### config.mk
export PLATFORM = sky130hd
export DESIGN_NAME = sara_dar_vl
export DESIGN_NICKNAME = d
export VERILOG_FILES = /design/src/rtl/sara_pkg.sv /design/src/rtl/sara_dar_core.sv /design/src/rtl/sara_dar_vl.sv
export SDC_FILE = /design/constraint.sdc
export NUM_CORES = 1
export LEC_CHECK = 0
export CAP_MARGIN = 40
export CORE_MARGIN = 5
export CORE_UTILIZATION = 40
export DETAILED_ROUTE_END_ITERATION = 7
export PLACE_DENSITY_LB_ADDON = 0.2
export SLEW_MARGIN = 20
export SYNTH_ARGS = -nofsm -noshare
export SYNTH_HDL_FRONTEND = slang
export SYNTH_SLANG_ARGS = --single-unit
### constraint.sdc
create_clock -name clk -period 5.2 [get_ports clk]
set_input_delay 1.3 -clock clk [delete_from_list [all_inputs] [get_ports clk]]
set_output_delay 1.3 -clock clk [all_outputs]
set_load 0.005 [all_outputs]
### src/rtl/sara_pkg.sv
// Shared types and constants for the variable-latency SARA-DAR adder.
package sara_pkg;

  typedef enum logic [1:0] {
    IDLE = 2'd0,
    EVAL = 2'd1,
    CORR = 2'd2,
    OUT  = 2'd3
  } state_t;

  localparam logic [1:0] MODE_APPROX  = 2'd0;
  localparam logic [1:0] MODE_EXACT   = 2'd1;
  localparam logic [1:0] MODE_CORRECT = 2'd2;

endpackage

### src/rtl/sara_dar_core.sv
// Combinational SARA-DAR datapath: approximate and exact sums plus per-boundary error flags.
module sara_dar_core #(
  parameter int unsigned SIZE      = 32,
  parameter int unsigned GROUPSIZE = 8,
  parameter int unsigned WINDOW    = 2
) (
  input  logic [SIZE-1:0]           a,
  input  logic [SIZE-1:0]           b,
  input  logic                      cin,
  input  logic                      cos,
  output logic [SIZE-1:0]           sum_a,
  output logic                      cout_a,
  output logic [SIZE-1:0]           sum_x,
  output logic                      cout_x,
  output logic [SIZE/GROUPSIZE-1:0] err_vec
);

  localparam int unsigned NB = SIZE / GROUPSIZE;

  logic [SIZE:0]      full;
  logic [GROUPSIZE:0] grp;
  logic               c;
  logic               gb;
  logic               cb;

  assign full   = {1'b0, a} + {1'b0, b} + (SIZE+1)'(cin);
  assign sum_x  = full[SIZE-1:0];
  assign cout_x = full[SIZE];

  // err_vec[k-1] flags boundary k; err_vec[NB-1] flags a wrong generate-based carry out.
  always_comb begin
    sum_a   = '0;
    err_vec = '0;
    gb      = 1'b0;
    cb      = 1'b0;
    grp     = {1'b0, a[GROUPSIZE-1:0]} + {1'b0, b[GROUPSIZE-1:0]} + (GROUPSIZE+1)'(cin);
    sum_a[GROUPSIZE-1:0] = grp[GROUPSIZE-1:0];
    c       = grp[GROUPSIZE];
    for (int k = 1; k < NB; k++) begin
      if (&(a[k*GROUPSIZE +: WINDOW] ^ b[k*GROUPSIZE +: WINDOW])) begin
        gb = a[k*GROUPSIZE-1] & b[k*GROUPSIZE-1];
        // exact carry into bit b recovered from the exact sum bit
        cb = full[k*GROUPSIZE] ^ a[k*GROUPSIZE] ^ b[k*GROUPSIZE];
        err_vec[k-1] = gb ^ cb;
        c = gb;
      end
      grp = {1'b0, a[k*GROUPSIZE +: GROUPSIZE]} + {1'b0, b[k*GROUPSIZE +: GROUPSIZE]}
          + (GROUPSIZE+1)'(c);
      sum_a[k*GROUPSIZE +: GROUPSIZE] = grp[GROUPSIZE-1:0];
      c = grp[GROUPSIZE];
    end
    cout_a = cos ? c : (a[SIZE-1] & b[SIZE-1]);
    err_vec[NB-1] = !cos && ((a[SIZE-1] & b[SIZE-1]) != full[SIZE]);
  end

endmodule

### src/rtl/sara_dar_vl.sv
// Variable-latency SARA-DAR adder with handshakes, optional correction and error counter.
module sara_dar_vl
  import sara_pkg::*;
#(
  parameter int unsigned SIZE      = 32,
  parameter int unsigned GROUPSIZE = 8,
  parameter int unsigned WINDOW    = 2,
  parameter int unsigned CNT_W     = 16
) (
  input  logic             clk,
  input  logic             rst,
  input  logic             in_valid,
  output logic             in_ready,
  input  logic [SIZE-1:0]  A,
  input  logic [SIZE-1:0]  B,
  input  logic             CIN,
  input  logic [1:0]       mode,
  input  logic             carryoutselect,
  output logic             out_valid,
  input  logic             out_ready,
  output logic [SIZE-1:0]  SUM,
  output logic             COUT,
  output logic             out_exact,
  output logic             out_err,
  output logic [CNT_W-1:0] err_count
);

  localparam int unsigned NB = SIZE / GROUPSIZE;

  if ((SIZE % GROUPSIZE) != 0 || WINDOW < 2 || WINDOW > GROUPSIZE) begin : g_bad_params
    $error("sara_dar_vl: illegal SIZE/GROUPSIZE/WINDOW combination");
  end

  state_t          state;
  state_t          state_nx;
  logic [SIZE-1:0] op_a;
  logic [SIZE-1:0] op_b;
  logic            op_cin;
  logic            op_cos;
  logic [1:0]      op_mode;

  logic [SIZE-1:0] sum_a;
  logic [SIZE-1:0] sum_x;
  logic            cout_a;
  logic            cout_x;
  logic [NB-1:0]   err_vec;
  logic            err;
  logic            approx_ok;
  logic            accept;
  logic            load_approx;
  logic            load_exact;

  sara_dar_core #(
    .SIZE      (SIZE),
    .GROUPSIZE (GROUPSIZE),
    .WINDOW    (WINDOW)
  ) u_core (
    .a       (op_a),
    .b       (op_b),
    .cin     (op_cin),
    .cos     (op_cos),
    .sum_a   (sum_a),
    .cout_a  (cout_a),
    .sum_x   (sum_x),
    .cout_x  (cout_x),
    .err_vec (err_vec)
  );

  assign err       = |err_vec;
  assign approx_ok = (op_mode == MODE_APPROX) || ((op_mode == MODE_CORRECT) && !err);
  assign accept    = in_valid & in_ready;

  // State register
  always_ff @(posedge clk) begin
    if (rst) state <= IDLE;
    else     state <= state_nx;
  end

  // Next-state logic
  always_comb begin
    state_nx = state;
    case (state)
      IDLE: if (in_valid) state_nx = EVAL;
      EVAL: state_nx = approx_ok ? OUT : CORR;
      CORR: state_nx = OUT;
      OUT:  if (out_ready) state_nx = in_valid ? EVAL : IDLE;
      default: state_nx = IDLE;
    endcase
  end

  // Handshake and load controls decoded from state
  always_comb begin
    in_ready    = 1'b0;
    out_valid   = 1'b0;
    load_approx = 1'b0;
    load_exact  = 1'b0;
    case (state)
      IDLE: in_ready = 1'b1;
      EVAL: load_approx = approx_ok;
      CORR: load_exact = 1'b1;
      OUT: begin
        out_valid = 1'b1;
        in_ready  = out_ready;
      end
      default: ;
    endcase
  end

  // Operand capture; mode 3 folds to EXACT
  always_ff @(posedge clk) begin
    if (rst) begin
      op_a    <= '0;
      op_b    <= '0;
      op_cin  <= 1'b0;
      op_cos  <= 1'b0;
      op_mode <= MODE_APPROX;
    end else if (accept) begin
      op_a    <= A;
      op_b    <= B;
      op_cin  <= CIN;
      op_cos  <= carryoutselect;
      op_mode <= (mode == 2'd3) ? MODE_EXACT : mode;
    end
  end

  // Result registers, held while OUT waits for out_ready
  always_ff @(posedge clk) begin
    if (rst) begin
      SUM       <= '0;
      COUT      <= 1'b0;
      out_exact <= 1'b0;
      out_err   <= 1'b0;
    end else if (load_approx) begin
      SUM       <= sum_a;
      COUT      <= cout_a;
      out_exact <= !err;
      out_err   <= err;
    end else if (load_exact) begin
      SUM       <= sum_x;
      COUT      <= cout_x;
      out_exact <= 1'b1;
      out_err   <= err;
    end
  end

  // Saturating count of delivered erroneous results
  always_ff @(posedge clk) begin
    if (rst) begin
      err_count <= '0;
    end else if (out_valid && out_ready && out_err && (err_count != {CNT_W{1'b1}})) begin
      err_count <= err_count + CNT_W'(1);
    end
  end

endmodule

### After elaboration in Yosys (flattened, before gate mapping)

Index checks and enable logic that the tools add are counted.

* muxes and demuxes: 25
* reduce and logical (&&, ||, !) cells: 16
* bitwise operators: 17
* equal/unequal tests: 9
* $add $sub $neg: 11

Operator list (number)
* $mux W32: 2
* $add A8 B8 Y9: 4
* $add A9 B1 Y9: 4
* $add A32 B32 Y33: 1
* $add A33 B1 Y33: 1
* $mux W1: 18
* $add A16 B1 Y16 const B: 1
* $ne A16 B16 Y1 const B: 1
* $xor A1 B1 Y1: 9
* $eq A2 B2 Y1 const B: 4
* $pmux W2 S4: 1
* $reduce_and A2 Y1: 4
* $mux W2: 3
* $xor A2 B2 Y2: 3
* $and A1 B1 Y1: 5
* $logic_and A1 B1 Y1: 5
* $logic_not A2 Y1: 2
* $ne A2 B2 Y1 const B: 2
* $reduce_or A4 Y1: 1
* $eq A2 B1 Y1 const B: 1
* $logic_not A1 Y1: 2
* $pmux W1 S2: 1
* $reduce_bool A2 Y1: 1
* $logic_or A1 B1 Y1: 1
* $ne A1 B1 Y1: 1

* output and inout port bits: 53
* bits of input ports: 72
* register bits after elaboration: 121
* logic and storage cells: 89

### Logic depth before layout (Yosys ltp)

Gate-level depths: netlist of run 1.

* word-level depth: 12
* mapped depth: 27

### By module

From an unflattened synthesis of run 1, not the netlist that was laid out.

* cell total of the unflattened synthesis: 877
* area, all modules: 7108.1 µm²

By module, submodules not included
* sara_dar_vl: seq. area each 2422.3 µm², times used 1, cells an instance 568, area each 4847.1 µm²
* sara_dar_core: seq. area each 0.0 µm², times used 1, cells an instance 309, area each 2260.9 µm²

### Worst setup path after synthesis of run 1

OpenSTA, ideal clock, no wires.

* kind: reg2reg
* start point: register op_a[0]
* end point: register SUM[28]
* data arrival time: 5.615 ns
* data required time: 5.060 ns
* path slack: -0.556 ns
* clock period less this slack: 5.756 ns
* cell stages (with the launch flop): 27
* cells stage by stage: dfxtp_1 -> inv_1 -> fa_1 -> inv_1 -> fa_1 -> a211oi_1 -> o21ai_0 -> a21oi_1 -> o21bai_1 -> fa_1 -> fa_1 -> nand3_1 -> nand2_1 -> a21oi_1 -> a21oi_1 -> fa_1 -> fa_1 -> a21oi_1 -> nor2_1 -> nor2_1 -> o21a_1 -> a21oi_1 -> fa_1 -> fa_1 -> a311oi_1 -> xor2_1 -> o22ai_1

* cells in the longest elaborated chain, start to end: 12
* elaborated cells between the ends (all ways): 32
* classes of those cells: add/sub: 7; eq/ne: 1; mux: 9; bitwise: 9; reduce/logical: 6

Ends and longest elaborated chain
* start: declaration: RTL line sara_dar_vl.sv:36 `logic [SIZE-1:0] op_a;`
* start signal: assignment: RTL line sara_dar_vl.sv:112 `op_a <= '0;`
* start signal: assignment: RTL line sara_dar_vl.sv:118 `op_a <= A;`
* parallel branches: the longest is 12 deep, another holds $add A8 B8 Y9
* end signal: assignment: RTL line sara_dar_vl.sv:134 `SUM <= sum_a;`
* end signal: assignment: RTL line sara_dar_vl.sv:139 `SUM <= sum_x;`
* end: declaration: RTL line sara_dar_vl.sv:21 `output logic [SIZE-1:0] SUM,`

Several ways; the timed one is not identified. The select of a mux whose other input is x is not followed.
A chain may end at the register's enable or synchronous reset.

### Worst setup path in the final report of run 1

Ends and elaborated chain as after synthesis.

==> metrics.txt, run 1 <==
outcome complete, but fails checks; violated checks negative setup slack; Hold Path Class flip-flop to flip-flop; CP bufs+invs 2; sw power 1.87 mW; cell area after synthesis 6940 um2; cell family with the largest share of critical-path delay adder cells; CTS Buffer Depth 2; max-cap violations 0; synth-to-layout area growth 33.2%; Worst Setup EP SUM[28]; Layout Nets 1122; GP Congestion 0.863; synthesized net count 993; HPWL Detailed 13600 um; crit path kind flip-flop to flip-flop; Ant. Diodes 0; fill count 1702; Initial DRC Count 392; Netlist cell types 60; CP most frequent cell fa_2; Root Buffer clkbuf_16; R2R Setup Slk -250 ps; CTS tree yes; die area 20100 um2; Reg clk slew, reported paths 60 ps; pin count of the biggest net entering global routing 80; Primary FF master, synth dfxtp_1; clk sinks 121; Vias 6498; syn avg cell area 7.91 um2; Final WS setup -246 ps; EDFF count, synth 0; Slew HR 0.432; unrepaired setup endpoints after global routing yes; crit path max fanout 4; sequential power share 0.289; Die Y 142 um; setup_tns -818 ps; # rows 48; startpoint types flip-flop; vias in the first global route 6226; Synth Instances 877; hold path cells 2; Critical Path RT 5500 ps; CP Launch Point op_a[0]; Synth Register Bits 121; IO Pins 125; share of cells above drive strength 1 0.115; sequential share of the synthesized area 0.349; first-pass GRT wire length 31100 um; P_int 2.74 mW; Power Density 498 nW/um2; Sw Ratio 0.406; Slew Limit Fails 0; Reg area 2430 um2; Period minus WS final 5450 ps; R2R Path Start op_a[0]; die width 142 um; post-route ant nets 0; fmax 184 MHz; GRT Total Usage 0.189; DRC Markers 0; Worst path max stage delay 430 ps; vias per cell 5.23; placed inst area 8460 um2; Final setup viols 4; CP max stage cell fa_2; Design Area, Final 9240 um2; Clock Skews 8.60 ps; worst skew pair latency 420 ps; Worst-Margin Slew 842 ps; GRT overflow 0; reg2reg end SUM[28]; CP Data Arrival Time 5750 ps; IO Port Bufs 124; clock share of power 0.240; area of the multi-input gates 4330 um2; Lkg Pwr 3.55 nW; routed len/inst 15.2 um; R2R cell count 26; first-pass iteration count of the detailed router 5; peak supply drop 0.395 mV; CP endpoint kind flip-flop; fin crit share 1.05; Syn. warnings 0; Fin. Hold Viols 0; core area 17200 um2; CTS H-tree depth 4; combinational share of power 0.471; Inserted Clock Buffers 17; Async SR Flop Fraction 0; initial core utilization 0.404; number of cells on the critical path 26; antenna violations before repair 0; Post-Route WL 18900 um
-- what timing repair did --
item	CTS	global route
hold buffers	0	0
pin swaps	6	4
setup endpoints to repair	8	10
gates resized for setup	18	9
setup buffers	16	4
-- metrics by stage --
stage	power (mW)	setup slack [ps]	cells	utilization	hold slack (ps)
floorplan	2.72	-80.9	877	-	431
global placement	3.43	-185	1194	0.492	442
detailed placement	3.45	-301	1195	0.492	443
CTS	4.60	-155	1242	0.535	451
global route	4.94	-511	1243	0.538	475
finish	4.61	-246	1243	0.538	450
-- cell usage in the layout, fill, tap and decap left out, drive strengths merged, types with 4 or more instances in the layout --
master         count
nand4             10
inv               22
nand3b             5
or3               12
o211ai            13
a31oi             12
dfxtp            121
nand2b             9
xor2              16
nor4b              5
clkinv             6
nor2b              7
o21bai             4
fa                 8
a211oi            25
o22ai              4
clkinvlp           6
o21ai             23
clkdlybuf4s50    123
o41ai              4
clkbuf            18
buf               38
nor2              62
and3               5
a21oi            117
mux2i             13
nor3              18
xnor2             20
ha                36
nand2            180
a21o              13
nand3             17
o21a              10
-- state kept, by name, summed over array words and instances (netlist names) --
| signal | cells |
|---|---|
| COUT | 1 |
| SUM | 32 |
| err_count | 16 |
| op_a | 32 |
| op_b | 32 |
| op_cin | 1 |
| op_cos | 1 |
| op_mode | 2 |
| out_err | 1 |
| out_exact | 1 |
| state | 2 |
-- metal layers --
metal | track usage | vias to the layer above | wire length [um]
met3 | 0.0418 | 17 | 947
met5 | 0 | - | 0
met1 | 0.256 | 2992 | 9040
met2 | 0.298 | 139 | 8690
li1 | - | 3350 | -
met4 | 0.0626 | 0 | 221
-- worst min-delay path by stage --
stage | slack [ps] | from | to
2_1_floorplan | 430 | op_mode[0] | op_mode[0]
3_3_place_gp | 440 | SUM[6] | SUM[6]
3_5_place_dp | 440 | op_mode[0] | op_mode[0]
4_1_cts | 450 | op_mode[0] | op_mode[0]
5_1_grt | 470 | SUM[3] | SUM[3]
6_report | 450 | op_mode[0] | op_mode[0]
-- power by group through the flow --
stage | clock network (mW) | registers [mW] | logic (mW)
3_3_place_gp | 0 | 1.35 | 2.08
2_1_floorplan | 0 | 1.32 | 1.40
4_1_cts | 1.13 | 1.33 | 2.13
6_report | 1.10 | 1.33 | 2.17
5_1_grt | 1.17 | 1.36 | 2.41
3_5_place_dp | 0 | 1.35 | 2.10
-- kinds of logic after synthesis --
logic type	synth area share
AND/OR/NAND/NOR	0.218
AO/OA/AOI/OAI	0.235
flip-flops	0.349
buffers and inverters	0.0409
adder cells (fa/ha/maj)	0.0880
XOR/XNOR	0.0487
multiplexers	0.0204
-- cells in the mapped netlist (4+ instances only) --
library cell,instances,area [um2]
and3_1,5,31.3
dfxtp_1,121,2420
a21oi_1,116,581
o22ai_1,4,25.0
o21ai_0,19,95.1
o211ai_1,13,97.6
nand3_1,17,85.1
o21bai_1,4,30.0
fa_1,8,160
clkbuf_1,39,146
inv_1,21,78.8
nor2b_1,7,43.8
nand4_1,9,56.3
o21a_1,10,75.1
nand2b_1,9,56.3
nor2_1,61,229
nand2_1,180,676
a31oi_1,12,75.1
a21o_1,13,97.6
mux2i_1,13,130
buf_1,7,26.3
ha_1,36,450
or3_1,12,75.1
nor3_1,18,90.1
buf_2,5,25.0
a211oi_1,25,188
nand3b_1,5,37.5
xor2_1,16,140
xnor2_1,20,175
nor4b_1,5,43.8
-- layout make-up --
class,instances,share of cell area
Multi-Input combinational cell,683,0.468
Sequential cell,121,0.262
Timing Repair Buffer,162,0.170
Clock buffer,17,0.0460
Tap cell,225,0.0305
Clock inverter,14,0.0139
Inverter,21,0.00853
-- worst register-to-register path, delay by kind of cell (launching register included) --
family | cells | cell delay, ps
flops | 1 | 320
buf+inv | 2 | 100
compound gates | 11 | 1550
xor+xnor | 1 | 180
fa+ha+maj | 8 | 2850
simple gates | 4 | 330
No activity file was read; power rests on OpenSTA's default activity.
==> inputs of run 2 (changes only) <==
Settings changed: CORE_MARGIN 5 to 2, CORE_UTILIZATION 40 to 55.
Clock period 5.2 ns to 6.85 ns, I/O delays scaled along.
==> run 2 against run 1 <==
Against the previous run:
- the flow now finishes without violations
- first-iteration DRC count up 35%
- critical path depth unchanged
- clock skew about the same
- combinational power down 28%
- register-to-register slack better by 710 ps
- non-clock buffer count down 30
- sequential cell count unchanged
- critical endpoint unchanged
==> metrics.txt, run 2 (synthesis gave the netlist of run 1 again) <==
outcome finished clean (was complete, but fails checks); CP Data Arrival Time 6660 ps (was 5750 ps); CTS tree yes (unchanged); die area 13500 um2 (was 20100 um2); first-pass GRT wire length 28600 um (was 31100 um); Worst-Margin Slew 823 ps (was 842 ps); Largest regs SUM (32), op_a (32), op_b (32) (unchanged); # rows 41 (was 48); clk sinks 121 (unchanged); CP max stage cell fa_1 (was fa_2); # hold bufs at CTS 0 (unchanged); Die Y 116 um (was 142 um); Lkg Pwr 3.41 nW (was 3.55 nW); max-cap violations 0 (unchanged); HPWL Detailed 12100 um (was 13600 um); Post-Route WL 17500 um (was 18900 um); non-filler cells, final 1161 (was 1243); DRC Markers 0 (unchanged); core area 12500 um2 (was 17200 um2); Critical Path RT 7120 ps (was 5500 ps); post-route ant nets 0 (unchanged); share of cells above drive strength 1 0.0556 (was 0.115); cell family with the largest share of critical-path delay adder cells (unchanged); fin crit share 0.932 (was 1.05); most frequent cells in the layout nand2_1, clkdlybuf4s50_1, dfxtp_1, a21oi_1, nor2_1 (unchanged); CTS Buffer Depth 2 (unchanged); antenna violations before repair 0 (unchanged); vias in the first global route 6081 (was 6226); peak supply drop 0.192 mV (was 0.395 mV); CP bufs+invs 2 (unchanged); Final WS setup 467 ps (was -246 ps); initial core utilization 0.557 (was 0.404); Ant. Diodes 0 (unchanged); CTS H-tree depth 4 (unchanged); crit path kind flip-flop to flip-flop (unchanged); Period minus WS final 6380 ps (was 5450 ps); Reg clk slew, reported paths 50 ps (was 60 ps); startpoint types flip-flop (unchanged); Inserted Clock Buffers 17 (unchanged); Power Density 386 nW/um2 (was 498 nW/um2); Initial DRC Count 531 (was 392); routed len/inst 15.1 um (was 15.2 um); fmax 157 MHz (was 184 MHz); pin count of the biggest net entering global routing 69 (was 80); commonest non-fill, non-tap cell in the layout nand2_1 (unchanged); unrepaired setup endpoints after global routing no (was yes); post-cts gate resize count 0 (was 18); GP Congestion 0.890 (was 0.863); Vias 6659 (was 6498); Clock Skews 8.84 ps (was 8.60 ps); vias per cell 5.74 (was 5.23); pre-CTS setup slack 598 ps (was -301 ps); die width 116 um (was 142 um); Worst path max stage delay 450 ps (was 430 ps); synth-to-layout area growth 27.1% (was 33.2%); Slew HR 0.448 (was 0.432); worst skew pair latency 420 ps (about the same); Fin. Hold Viols 0 (unchanged); IO Pins 125 (unchanged); crit path max fanout 4 (unchanged); Layout Nets 1092 (was 1122); GRT Total Usage 0.264 (was 0.189); Slew Limit Fails 0 (unchanged); Root Buffer clkbuf_16 (unchanged); Final setup viols 0 (was 4); CP endpoint kind flip-flop (unchanged); DP Cell Count 1126 (was 1195); first-pass iteration count of the detailed router 6 (was 5); Post-CTS Setup Inserts 0 (was 16); GRT overflow 0 (unchanged); CP most frequent cell fa_1 (was fa_2); setup_tns 0 ps (was -818 ps); IO Port Bufs 124 (unchanged); Hold Path Class flip-flop to flip-flop (unchanged)
run 2: final timing paths:
check / start / slack, ps / end / cells after the start
worst min-delay path: op_mode[0] / 450 / op_mode[0] / 2
worst max-delay path: op_a[0] / 470 / SUM[28] / 26
worst min register to register: op_mode[0] / 450 / op_mode[0] / 2
worst max register to register: op_a[0] / 470 / SUM[28] / 26
run 2: final cells by class:
type	instances	area, um2
multi-input cells	683	4240
fillers	1023	3640
flip-flops and latches	121	2420
repair buffers	132	1320
clock buffers	24	472
well taps	172	215
inverters	21	78.8
clock inverters	8	71.3
run 2: worst min-delay path: cells and delay by family (launching register included):
family,cells,cell delay (ps)
DFF,1,300
and+or+nand+nor,1,50
AOI/OAI and AO/OA,1,50
run 2: layer usage:
layer  track usage  wire length, um  up-vias  part of all wire
met5             0                0        -                 0
met3        0.0555              851       32             0.049
met2         0.428             8200      204              0.47
met4        0.0992              365        0             0.021
met1         0.348             8060     3127              0.46
li1              -                -     3296                 -
run 2: per-stage QoR:
| step | hold slack [ps] | area [um2] | utilization | power, mW |
|---|---|---|---|---|
| 5_1_grt | 467 | 8820 | 0.708 | 3.62 |
| 4_1_cts | 450 | 8800 | 0.706 | 3.39 |
| 6_report | 448 | 8820 | 0.708 | 3.40 |
| 3_5_place_dp | 442 | 8250 | 0.662 | 2.55 |
| 3_3_place_gp | 440 | 8220 | 0.659 | 2.51 |
| 2_1_floorplan | 431 | 6940 | - | 2.06 |
run 2: where the power goes:
part	leakage, nW	total [mW]	internal [mW]	switching, mW
registers	0.986	1.01	0.887	0.127
logic	2.16	1.56	0.639	0.921
clock network	0.268	0.830	0.514	0.316
==> inputs of run 3 (changes only) <==
Settings changed: CTS_BUF_LIST set to sky130_fd_sc_hd__clkbuf_4.
==> run 3 against run 2 <==
Against the previous run:
- cell count stayed put
- wire length is 2.8% lower
- worst setup slack better by 13 ps
- combinational power is essentially flat
- cell area is 3.4% lower
- clock skew up 22 ps
- clock power decreased by 44%
- via count shrank 2.0%
- critical path type unchanged
- critical endpoint unchanged
- largest power group unchanged
==> metrics.txt, run 3 (synthesis gave the netlist of run 1 again) <==
outcome finished clean (unchanged); CP Data Arrival Time 6790 ps (was 6660 ps); CP most frequent cell fa_1 (unchanged); Worst-Margin Slew 787 ps (was 823 ps); Lkg Pwr 3.29 nW (was 3.41 nW); crit path max fanout 4 (unchanged); CTS H-tree depth 4 (unchanged); Hold Path Class flip-flop to flip-flop (unchanged); IO Port Bufs 124 (unchanged); startpoint types flip-flop (unchanged); synth-to-layout area growth 22.8% (was 27.1%); Largest regs SUM (32), op_a (32), op_b (32) (unchanged); DRC Markers 0 (unchanged); Design Power 3.02 mW (was 3.40 mW); fin crit share 0.930 (was 0.932); # hold bufs at CTS 0 (unchanged); crit path kind flip-flop to flip-flop (unchanged); post-cts gate resize count 0 (unchanged); Layout Nets 1092 (unchanged); setup_tns 0 ps (unchanged); final core utilization 0.684 (was 0.708); Critical Path RT 7270 ps (was 7120 ps); Inserted Clock Buffers 17 (unchanged); unrepaired setup endpoints after global routing no (unchanged); Ant. Diodes 0 (unchanged); placed inst area 8250 um2 (unchanged); max-cap violations 0 (unchanged); most frequent cells in the layout nand2_1, clkdlybuf4s50_1, dfxtp_1, a21oi_1, nor2_1 (unchanged); fmax 157 MHz (about the same); post-route ant nets 0 (unchanged); pin count of the biggest net entering global routing 69 (unchanged); clk sinks 121 (unchanged); Slew Limit Fails 0 (unchanged); # rows 41 (unchanged); Vias 6525 (was 6659); Design Area, Final 8520 um2 (was 8820 um2); initial core utilization 0.557 (unchanged); CTS tree yes (unchanged); Period minus WS final 6370 ps (was 6380 ps); Reg clk slew, reported paths 100 ps (was 50 ps); antenna violations before repair 0 (unchanged); Slew HR 0.472 (was 0.448); HPWL Detailed 12100 um (unchanged); die area 13500 um2 (unchanged); Clock Skews 31.1 ps (was 8.84 ps); worst skew pair latency 570 ps (was 420 ps); first-pass iteration count of the detailed router 5 (was 6); core area 12500 um2 (unchanged); CP max stage cell fa_1 (unchanged); routed len/inst 14.6 um (was 15.1 um); GRT Total Usage 0.258 (was 0.264); peak supply drop 0.216 mV (was 0.192 mV); first-pass GRT wire length 27900 um (was 28600 um); Power Density 355 nW/um2 (was 386 nW/um2); Worst path max stage delay 460 ps (was 450 ps); GRT overflow 0 (unchanged); GP Congestion 0.890 (unchanged); CP bufs+invs 2 (unchanged); IO Pins 125 (unchanged); Initial DRC Count 524 (was 531); Final setup viols 0 (unchanged); cell family with the largest share of critical-path delay adder cells (unchanged); vias in the first global route 5880 (was 6081); Die Y 116 um (unchanged); Post-Route WL 17000 um (was 17500 um); hold slack 453 ps (was 448 ps); Root Buffer clkbuf_4 (was clkbuf_16); share of cells above drive strength 1 0.0586 (was 0.0556); Post-CTS Setup Inserts 0 (unchanged); die width 116 um (unchanged); vias per cell 5.62 (was 5.74); CP endpoint kind flip-flop (unchanged); CTS Buffer Depth 2 (unchanged); Fin. Hold Viols 0 (unchanged); commonest non-fill, non-tap cell in the layout nand2_1 (unchanged)
==> run 3: cell count changes in the layout (fill, tap and decap cells not counted) <==
cell | previous run | this run
buf_8 | 1 | 2
clkbuf_4 | 1 | 22
buf_6 | 1 | 0
clkinv_1 | 0 | 2
clkbuf_16 | 17 | 0
clkbuf_8 | 2 | 0
clkbuf_2 | 1 | 2
clkbuf_1 | 5 | 0
==> run 3: power breakdown <==
part | internal (mW) | switching, mW | leakage, nW
registers | 0.884 | 0.123 | 0.986
logic | 0.638 | 0.911 | 2.16
clock network | 0.195 | 0.272 | 0.142
==> run 3: through the flow <==
step / setup WS (ps) / instances
floorplan: 1090 / 877
global placement: 710 / 1124
detailed placement: 598 / 1126
CTS: 525 / 1158
global route: 85.7 / 1161
finish: 480 / 1161
==> run 3: worst register-to-register path, stage by stage, from the launching register on <==
cell and delay (ps):
dfxtp_1 330, inv_1 70, fa_1 180, inv_1 50
fa_1 420, a211oi_1 430, o21ai_0 240, a21oi_1 180
o21bai_1 100, fa_1 420, fa_1 440, nand3_1 90
nand2_1 90, a21oi_1 160, a21oi_1 100, fa_1 410
fa_1 430, a21oi_1 150, nor2_1 50, nor2_1 210
o21a_1 180, a21oi_1 90, fa_1 420, fa_1 460
a311oi_1 290, xor2_1 170, o22ai_1 90
==> run 3: routing by layer <==
metal	track usage	up-vias	part of all wire
met3	0.0519	32	0.044
met4	0.100	0	0.019
met2	0.410	172	0.46
met5	0	-	0
met1	0.347	3031	0.47
li1	-	3290	-
==> run 3: final cells by class <==
type | count | area, um2
well taps | 172 | 215
inverters | 21 | 78.8
repair buffers | 132 | 1320
clock inverters | 10 | 78.8
clock buffers | 22 | 165
flip-flops and latches | 121 | 2420
multi-input cells | 683 | 4240
fillers | 1079 | 3940
==> run 3: worst paths after layout <==
| path | from | to | slack (ps) | depth (start not counted) |
|---|---|---|---|---|
| max | op_a[0] | SUM[28] | 480 | 26 |
| min | op_mode[0] | op_mode[0] | 450 | 2 |
| max reg2reg | op_a[0] | SUM[28] | 480 | 26 |
| min reg2reg | op_mode[0] | op_mode[0] | 450 | 2 |
==> RTL edit (settings of run 2) <==
`GROUPSIZE` is set to 8 in 2 places; all go to 4.
--- a/src/rtl/sara_dar_core.sv
+++ b/src/rtl/sara_dar_core.sv
@@ -2,5 +2,5 @@
 module sara_dar_core #(
   parameter int unsigned SIZE      = 32,
-  parameter int unsigned GROUPSIZE = 8,
+  parameter int unsigned GROUPSIZE = 4,
   parameter int unsigned WINDOW    = 2
 ) (
--- a/src/rtl/sara_dar_vl.sv
+++ b/src/rtl/sara_dar_vl.sv
@@ -4,5 +4,5 @@
 #(
   parameter int unsigned SIZE      = 32,
-  parameter int unsigned GROUPSIZE = 8,
+  parameter int unsigned GROUPSIZE = 4,
   parameter int unsigned WINDOW    = 2,
   parameter int unsigned CNT_W     = 16
Function: changed (a bounded check fails within 4 cycles, from zero or initial values and one cycle with rst high).
==> RTL edit against run 2 <==
- sequential cell count is the same
- global-route usage up 0.83 points
- design area increased by 7.5%
- non-clock buffer count rose by 38
- largest cell class unchanged
- worst setup slack lost 2.3 ns
- the flow now finishes with violations (negative setup slack)
- area after synthesis rose by 4.6%
- utilization increased by 3.5 points
- routed wire length up 6.3%
- combinational power grew 12%
- total power up 6.5%
==> RTL edit: results <==
{
  "run_status": "finished, violations left",
  "failing_checks": "negative setup slack",
  "final-setup-viol-count": 9,
  "timing.setup.tns_ns": -10.94,
  "grt_pass1_wl_um": 31300,
  "power_density_nw_per_um2": 382,
  "gr_met3_demand_resource": 0.0723,
  "avgRoutedWirePerCell_um": 15.3,
  "ys_types": 68,
  "slowest_stage": "sky130_fd_sc_hd__fa_2",
  "drtIter0Drc": 451,
  "placed_cells": 1172,
  "worstPathMaxFanout": 2,
  "layout_cell_share_with_drive_strength_beyond_1": 0.132,
  "finClkSkew_ns": 0.0163,
  "synth_commonest_cells": "184 x sky130_fd_sc_hd__nand2_1, 121 x sky130_fd_sc_hd__dfxtp_1, 114 x sky130_fd_sc_hd__a21oi_1, 76 x sky130_fd_sc_hd__nor2_1, 36 x sky130_fd_sc_hd__ha_1",
  "endpoint": "SUM[31]$_SDFFE_PP0P_",
  "mappedNetlistNets": 1017,
  "power.ir.vdd_worst_uv": 416,
  "gpl.final_weighted_congestion": 0.876,
  "grt_max_degree": 74,
  "synthTopCellsByArea": "sky130_fd_sc_hd__dfxtp_1 33%, sky130_fd_sc_hd__nand2_1 9.5%, sky130_fd_sc_hd__a21oi_1 7.9%, sky130_fd_sc_hd__ha_1 6.2%, sky130_fd_sc_hd__fa_1 4.4%",
  "setup_slack_ns": -1.84,
  "met1_usage": 0.357,
  "worst_hold_slack_ns": 0.458,
  "maxSlewHeadroom": 0.488,
  "hold_end": "op_a[26]$_SDFFE_PP0P_",
  "n_antenna_cell": 0,
  "routed-wl-met2_um": 8610,
  "route.top_layer_used": "met4",
  "detailedPlacementHpwl_um": 13000,
  "detail_route.wirelength.met1_um": 8580,
  "grtUsageMet2": 0.430,
  "ys_async_sr_fraction": 0,
  "power.share.switching": 0.408,
  "grt_pass1_vias": 6616,
  "route.vias.total": 6797,
  "synth.yosys.seq_area_share": 0.334,
  "critPathMaxStageDelay_ns": 0.38,
  "routed_wire_length_on_met3_um": 991,
  "cp.arrival_ns": 9.05,
  "share_seq_of_total_power": 0.283,
  "power.clock.fraction": 0.237,
  "cts_buffers": 17,
  "r2r_worst_path_depth": 38,
  "crit_start": "op_a[0]$_SDFFE_PP0P_",
  "synthesis.area_per_instance_sq_um": 8.12,
  "grt_util_all_layers": 0.272,
  "routed_via_density": 5.60,
  "drt_pass1_iterations": 5,
  "cellLeakagePower_uw": 0.00377,
  "hold_path.startpoint": "op_a[26]$_SDFFE_PP0P_"
}
RTL edit: cell types whose count changed after synthesis, moves of 5 or more:
cell,run 2,this run
sky130_fd_sc_hd__o211ai_1,13,3
sky130_fd_sc_hd__xnor2_1,20,29
sky130_fd_sc_hd__xor2_1,16,27
sky130_fd_sc_hd__buf_1,7,2
sky130_fd_sc_hd__a31oi_1,12,2
sky130_fd_sc_hd__nor2_1,61,76
sky130_fd_sc_hd__fa_1,8,16
sky130_fd_sc_hd__o21a_1,10,2
sky130_fd_sc_hd__clkbuf_1,39,34
sky130_fd_sc_hd__nor3_1,18,11
sky130_fd_sc_hd__mux2i_1,13,23
RTL edit: layout make-up:
class / count / area (sq um)
well taps: 172 / 215
clock inverters: 12 / 128
fillers: 957 / 3290
repair buffers: 170 / 1580
inverters: 17 / 63.8
clock buffers: 19 / 433
flip-flops and latches: 121 / 2420
multi-input cells: 703 / 4630
RTL edit: stage by stage:
| step | instance area, sq um | setup WS [ns] |
|---|---|---|
| finish | 9480 | -1.84 |
| detailed placement | 8790 | -1.89 |
| CTS | 9430 | -1.82 |
| global route | 9480 | -2.24 |
| global placement | 8790 | -1.67 |
| floorplan | 7320 | -1.36 |
RTL edit: kinds of logic (layout without fill, tap and decap cells):
group,Yosys count,in the layout,synth area share
DFF,121,121,0.334
muxes,26,26,0.0379
and+or+nand+nor,345,345,0.210
adders and majority gates,52,52,0.106
buffers and inverters,69,218,0.0429
xor gates and xnor gates,57,57,0.0699
AOI/OAI and AO/OA,223,223,0.199
RTL edit: timing repair:
action                     4_1_cts  5_1_grt
hold endpoints to repair         0        0
setup endpoints to repair        9       12
resized for setup                8        6
buffers inserted                 8        3
pin swaps                        8        7
